### src/rtl/reg_write_arbiter.sv
// Register-file write-port sequencer: clears all registers after reset, then arbitrates writeback (A) vs queued producer (B).
// Latency: A grant -> write 1 cycle; B handshake -> write 2 cycles minimum.
// Backpressure: A held via a_stall; B valid/ready into a FIFO with no bypass; B forced ahead after STARVE_LIMIT waits.
module reg_write_arbiter #(
    parameter int DATA_W       = 32,
    parameter int ADDR_W       = 5,
    parameter int NUM_REGS     = 32,
    parameter int FIFO_DEPTH   = 2,
    parameter int STARVE_LIMIT = 4
) (
    input  logic              clk,
    input  logic              rst_n,
    input  logic              a_valid,
    input  logic [ADDR_W-1:0] a_addr,
    input  logic [DATA_W-1:0] a_data,
    output logic              a_stall,
    input  logic              b_valid,
    output logic              b_ready,
    input  logic [ADDR_W-1:0] b_addr,
    input  logic [DATA_W-1:0] b_data,
    output logic              rf_regwrite,
    output logic [ADDR_W-1:0] rf_regdst,
    output logic [DATA_W-1:0] rf_writedata,
    output logic              init_busy
);

    localparam int PTR_W  = (FIFO_DEPTH > 1) ? $clog2(FIFO_DEPTH) : 1;
    localparam int CNT_W  = $clog2(FIFO_DEPTH + 1);
    localparam int WAIT_W = $clog2(STARVE_LIMIT + 1);

    localparam logic [0:0]        ST_INIT  = 1'b0;
    localparam logic [0:0]        ST_RUN   = 1'b1;
    localparam logic [ADDR_W-1:0] LAST_IDX = ADDR_W'(NUM_REGS - 1);
    localparam logic [CNT_W-1:0]  DEPTH_C  = CNT_W'(FIFO_DEPTH);
    localparam logic [WAIT_W-1:0] LIMIT_C  = WAIT_W'(STARVE_LIMIT);

    logic [0:0]        state;
    logic [ADDR_W-1:0] idx;
    logic              init_done;

    logic [ADDR_W-1:0] fifo_addr [FIFO_DEPTH];
    logic [DATA_W-1:0] fifo_data [FIFO_DEPTH];
    logic [PTR_W-1:0]  wr_ptr;
    logic [PTR_W-1:0]  rd_ptr;
    logic [CNT_W-1:0]  cnt;
    logic [WAIT_W-1:0] wait_cnt;

    logic              run;
    logic              fifo_ne;
    logic              starve;
    logic              grant_a;
    logic              grant_b;
    logic              push;
    logic              pop;
    logic [ADDR_W-1:0] head_addr;
    logic [DATA_W-1:0] head_data;

    assign run       = (state == ST_RUN);
    assign fifo_ne   = (cnt != '0);
    assign starve    = fifo_ne && (wait_cnt >= LIMIT_C);
    assign grant_b   = run && (starve || (!a_valid && fifo_ne));
    assign grant_a   = run && !starve && a_valid;
    assign head_addr = fifo_addr[rd_ptr];
    assign head_data = fifo_data[rd_ptr];

    // Ready comes from the registered count only, so a full FIFO never accepts even while popping.
    assign b_ready   = run && (cnt < DEPTH_C);
    assign a_stall   = !run || starve;
    assign init_busy = !run;
    assign push      = b_valid && b_ready;
    assign pop       = grant_b;

    always_ff @(posedge clk) begin
        if (push) begin
            fifo_addr[wr_ptr] <= b_addr;
            fifo_data[wr_ptr] <= b_data;
        end
    end

    always_ff @(posedge clk) begin
        if (!rst_n) begin
            state        <= ST_INIT;
            idx          <= '0;
            init_done    <= 1'b0;
            wr_ptr       <= '0;
            rd_ptr       <= '0;
            cnt          <= '0;
            wait_cnt     <= '0;
            rf_regwrite  <= 1'b0;
            rf_regdst    <= '0;
            rf_writedata <= '0;
        end else begin
            if (state == ST_INIT) begin
                // One extra INIT cycle after the last clear keeps init_busy up while that write is on the port.
                if (init_done) begin
                    state       <= ST_RUN;
                    rf_regwrite <= 1'b0;
                end else begin
                    rf_regwrite  <= 1'b1;
                    rf_regdst    <= idx;
                    rf_writedata <= '0;
                    if (idx == LAST_IDX) begin
                        init_done <= 1'b1;
                    end else begin
                        idx <= idx + ADDR_W'(1);
                    end
                end
            end else begin
                if (grant_b) begin
                    rf_regwrite  <= (head_addr != '0);
                    rf_regdst    <= head_addr;
                    rf_writedata <= head_data;
                end else if (grant_a) begin
                    rf_regwrite  <= (a_addr != '0);
                    rf_regdst    <= a_addr;
                    rf_writedata <= a_data;
                end else begin
                    rf_regwrite  <= 1'b0;
                end
            end

            if (push) begin
                wr_ptr <= wr_ptr + PTR_W'(1);
            end
            if (pop) begin
                rd_ptr <= rd_ptr + PTR_W'(1);
            end
            case ({push, pop})
                2'b10:   cnt <= cnt + CNT_W'(1);
                2'b01:   cnt <= cnt - CNT_W'(1);
                default: cnt <= cnt;
            endcase

            if (!run || !fifo_ne || grant_b) begin
                wait_cnt <= '0;
            end else if (wait_cnt < LIMIT_C) begin
                wait_cnt <= wait_cnt + WAIT_W'(1);
            end
        end
    end

endmodule
### config.mk
export PLATFORM = sky130hd
export DESIGN_NAME = reg_write_arbiter
export DESIGN_NICKNAME = d
export VERILOG_FILES = /design/src/rtl/reg_write_arbiter.sv
export SDC_FILE = /design/constraint.sdc
export NUM_CORES = 1
export LEC_CHECK = 0
export ABC_AREA = 1
export ABC_CLOCK_PERIOD_IN_PS = 5130
export CAP_MARGIN = 20
export CORE_ASPECT_RATIO = 0.75
export CORE_UTILIZATION = 51
export DETAILED_ROUTE_END_ITERATION = 12
export GPL_ROUTABILITY_DRIVEN = 1
export PLACE_DENSITY_LB_ADDON = 0.25
export SLEW_MARGIN = 0
export SYNTH_ARGS = -nofsm -noshare
export SYNTH_HDL_FRONTEND = slang
export SYNTH_SLANG_ARGS = --single-unit
### constraint.sdc
create_clock -name clk -period 5.13 [get_ports clk]
set_input_delay 0.7695 -clock clk [delete_from_list [all_inputs] [get_ports clk]]
set_output_delay 0.7695 -clock clk [all_outputs]
set_load 0.02 [all_outputs]
# After elaboration in Yosys (flattened, before gate mapping)
# Memories as Yosys holds them, arrays and structs flattened. A register that Yosys moved wholly into a read port is not among the register bits.
# Index checks and enable logic that the tools add are counted.
[totals]
reg_bits = 52
memories = 2
ramBits = 74
out_inout_bits = 41
in_bits = 78
[classes]
n_reduce_logical = 22
bitwise_logic = 4
addsub = 6
n_lt_le_gt_ge = 3
eq_ne = 5
muxes = 23
[mem_list]
columns = ["memory", "words", "word_bits", "rd", "rd_clocked_by_memory_dff", "wr", "line_no", "rtl"]
rows = [
  ["fifo_data", 2, 32, 1, 1, 1, "42", "logic [DATA_W-1:0] fifo_data [FIFO_DEPTH];"],
  ["fifo_addr", 2, 5, 1, 1, 1, "41", "logic [ADDR_W-1:0] fifo_addr [FIFO_DEPTH];"],
]
[op_table]
columns = ["op", "n"]
rows = [
  ["$mux 32", 4],
  ["$mux 5", 4],
  ["$mux 1", 14],
  ["$reduce_bool 5->1", 2],
  ["$logic_and 1x1->1", 7],
  ["$add 5x1->5 const B", 1],
  ["$eq 5x5->1 const B", 1],
  ["$logic_not 1->1", 4],
  ["$logic_or 1x1->1", 4],
  ["$not 1->1", 4],
  ["$pmux 2 s2", 1],
  ["$reduce_bool 2->1", 2],
  ["$add 3x1->3 const B", 1],
  ["$ge 3x3->1 const B", 1],
  ["$lt 3x3->1 const B", 1],
  ["$ne 3x1->1 const B", 1],
  ["$reduce_and 3->1", 1],
  ["$add 1x1->1 const B", 2],
  ["$add 2x1->2 const B", 1],
  ["$eq 2x1->1 const B", 1],
  ["$eq 2x2->1 const B", 1],
  ["$lt 2x2->1 const B", 1],
  ["$ne 2x2->1 const B", 1],
  ["$reduce_and 2->1", 1],
  ["other kinds (2)", 2],
]

# Depth between registers and ports, before layout
[depth]
depth_word = 8
depth_mapped = 12
ltp_nobuf = 10

# Worst setup path before layout
# No wires, ideal clock.
[synth_timing]
kind = "reg2reg"
start = "register state (netlist: run)"
end = "memory fifo_addr[0][0] (enable)"
path_stages_with_launch = 7
period_less_slack_ns = 3.241
required_ns = 4.699
arrival_time_ns = 2.810
slack_ns = 1.889
path_buffers = 2
path_cell_list = "dfxtp_1 buf_6 inv_1 buf_2 nor2_1 nand2_1 nor2_1"
[synth_via]
elab_chain_len = 4
[synth_rtl]
columns = ["element", "line_no", "rtl"]
rows = [
  ["start, declared", "37", "logic [0:0] state;"],
  ["start signal, assigned", "82", "state <= ST_INIT;"],
  ["start signal, assigned", "96", "state <= ST_RUN;"],
  ["$logic_and 1x1->1", "67", "assign b_ready = run && (cnt < DEPTH_C);"],
  ["named net b_ready", "18", "output logic b_ready,"],
  ["$logic_and 1x1->1", "70", "assign push = b_valid && b_ready;"],
  ["$mux 1", "74", "if (push) begin"],
  ["$mux 1 (implied by the code)", "75", "fifo_addr[wr_ptr] <= b_addr;"],
  ["end, declared", "41", ""],
]
# The timed path passes the listed nets, and every way through them passes these cells.

# Worst setup path in the final report
[layout_timing]
start = "register state (netlist: run)"
end = "register cnt[1]"
[layout_via]
elab_chain_len = 4
elab_cells_between_ends = 7
classes_between = "eq/ne (2); mux (1); reduce/logical (4)"
[layout_rtl]
columns = ["element", "line_no", "rtl"]
rows = [
  ["$logic_and 1x1->1", "67", ""],
  ["$logic_and 1x1->1", "70", ""],
  ["$eq 2x1->1 / $eq 2x2->1 (equally long branches)", "128", "case ({push, pop})"],
  ["$pmux 2 s2 / $reduce_bool 2->1 (equally long branches)", "n/a", ""],
  ["end signal, assigned", "129", "2'b10: cnt <= cnt + CNT_W'(1);"],
  ["end signal, assigned", "130", "2'b01: cnt <= cnt - CNT_W'(1);"],
  ["end signal, assigned", "131", "default: cnt <= cnt;"],
  ["end, declared", "45", "logic [CNT_W-1:0] cnt;"],
]
# Several ways; a longest one is shown, not always the timed one.
# A chain may end at the register's enable or synchronous reset.

==> flow_summary.ini <==
[clock_network]
clock-root-buffer = clkbuf_16
cts_setup_buffers = 0
htree_levels = 4
cts_tree = built
cts_resized = 0
holdBufCountCts = 0
cts_buffers = 17
path_clk_slew_ns = 0.06
clk_latency_ns = 0.41
clk_path_buf_depth = 2
clock-sinks = 127

[floorplanning]
core_area_um2 = 9740
chipHeight_um = 88.9
pin_count = 119
dieArea_um2 = 10500
die_w_um = 118
start_util_pct = 52.8
std_cell_rows = 31

[routing]
wirelength_um = 12500
final_antenna_net_count = 0
viasPerCell = 5.30
firstDrtPassIters = 6
wl_per_cell_um = 15.6
vias = 4268
drc = 0
drtIter0Drc = 549

[global_routing]
grt_pass1_wl_um = 19100
first_global_vias = 3910
grt_usage_pct = 24.1
grt_max_degree = 44
antenna_found_initial = 0
grt.overflow.total = 0

[placed_design]
globalplace.congestion = 0.800
dp_hpwl_um = 7510
dpl.cell_count = 769
port_buffers = 118

[timing]
grt_setup_unrepaired = no
maxSlewHeadroom_pct = 31.2
fmax_mhz = 332
slew_violations = 0
finalCritPeriodShare_pct = 58.7
skew_ns = 0.0149
tightestPinTransition_ns = 1.03
setup_viol = 0
hold_viol_final = 0
fin_setup_tns_ns = 0
holdWs_ns = 0.433
period_minus_slack_ns = 3.01

[synth]
synthCells = 545
synth.top_cell.area_share_pct = 43.3
synth_common_cells = 161 x nand2_1, 74 x edfxtp_1, 71 x nand3_1
ys_top_cells_by_area = edfxtp_1 43%, dfxtp_1 21%, nand2_1 12%
ys.flop_type = edfxtp_1
synth_cell_type_count = 23
synth.most_common_cell = nand2_1
synth_warnings = 0
synth_edf_count = 74
synth-seq-area-share_pct = 63.9
syn_area_per_cell_um2 = 9.42
async_flop_share_pct = 0
syn_nets = 627
yosys.area.top_type = edfxtp_1
netlist_area_um2 = 5140
ys_seq_elements = 127

[power]
comb_power_share_pct = 4.5
power_frac_seq_pct = 47.4
p_sw_share_pct = 19.8
power.switching_uw = 453
pwr_density_cell_nw_per_um2 = 327
clkPwrFrac_pct = 48.1
power_leakage_nw = 2.67
p_int_mw = 1.84
ir_drop_mv = 0.220

[worst_hold_path]
hold_path.class = register to register

[setup_path]
cp_max_fo = 43
timing_worst_setup_path_type = register to register
cp-start-kind = register
crit_path_end_kind = register
required_ns = 5.46
worstPathArrival_ns = 3.34

[outcome]
status = finished, final reports clean

[layout]
finalNonFillerCells = 805
diodes = 0
drive_gt1_share_pct = 5.79
num-fill-cells = 692
num-nets-final = 742
area_growth_pct = 36.2

[job]
maxCapViolCount = 0
[registers in the layout, summed over array words and instances, names as in the netlist, named ones only]
name and cells:
idx 5, fifo_addr 10, rf_writedata 32, init_done 1, run 1, wait_cnt 3
rf_regdst 5, cnt 2, fifo_data 64, wr_ptr 1, rd_ptr 1, rf_regwrite 1
[power by group through the flow]
stage	Sequential (mW)	Combinational (mW)	Clock [mW]
after global placement	1.10	0.0963	0
after detailed placement	1.10	0.0988	0
after global routing	1.08	0.112	1.15
final	1.08	0.104	1.10
after CTS	1.08	0.100	1.11
after floorplan	1.11	0.0227	0
[critical path, cell delays in order (launching register included)]
cell and delay, ns:
dfxtp_1 0.52, inv_1 0.28, nor2_4 0.21, nand2_4 0.30
inv_2 0.61, ha_1 0.40, a21oi_1 0.16, o21ai_0 0.12
inv_1 0.09, o21ai_0 0.08, a21oi_1 0.14
[kinds of logic after synthesis]
family	count (synthesis)	share of synthesized area [%]
AND/OR/NAND/NOR	257	21.0
flip-flops	127	63.9
buffers and inverters	82	6.72
AO/OA/AOI/OAI	74	7.21
adder cells (fa/ha/maj)	4	0.974
XOR/XNOR	1	0.171
[stage by stage]
step	cell area [µm²]	util, %	setup slack (ns)	power, mW
after floorplan	5140	-	1.89	1.13
after global placement	6360	65.4	2.00	1.20
after detailed placement	6360	65.4	1.89	1.20
after CTS	6900	70.9	2.18	2.29
after global routing	6990	71.8	1.92	2.35
final	6990	71.8	2.12	2.29
[metal layers]
metal  track usage [%]  vias to the layer above  wire length (µm)
li1                  -                     2038                 -
met1              30.6                     2019              5360
met2              39.7                      189              6030
met3              6.12                       22               960
met4              11.4                        0               176
met5                 0                        -                 0
[cells in the final DEF (no fill, tap or decap)]
cell type        count
nor2_2               1
nand3_2              1
clkinv_2             6
buf_12               1
o21ai_1              3
o21ai_0             18
buf_16               2
bufinv_16            1
edfxtp_1            74
clkbuf_1             6
nand2_1            161
ha_1                 4
xor2_1               1
inv_4                1
inv_1               52
nand2_4              1
inv_2                2
clkdlybuf4s50_1    118
nand3_1             71
nor2_4               3
dfxtp_2              1
dfxtp_1             52
a21oi_1             53
clkinv_1             2
buf_8                1
nor3_1               1
clkbuf_16           18
nor2_1              18
[path summary, 6_finish.rpt]
check | depth (start not counted) | slack [ns] | start | end
max | 10 | 2.12 | run | cnt[1]
min reg2reg | 1 | 0.43 | wait_cnt[0] | wait_cnt[0]
min | 1 | 0.43 | wait_cnt[0] | wait_cnt[0]
max reg2reg | 10 | 2.12 | run | cnt[1]
[cell type report]
class	instances	area, µm²	share of cell area, %
inverter	56	210	3.01
tap	132	165	2.36
sequential	127	3280	47.0
clock buffer	24	473	6.76
clock inverter	8	66.3	0.948
multi-input combinational	336	1520	21.8
timing repair buffer	122	1270	18.2
Note: power is estimated with default switching activity, not from simulation.
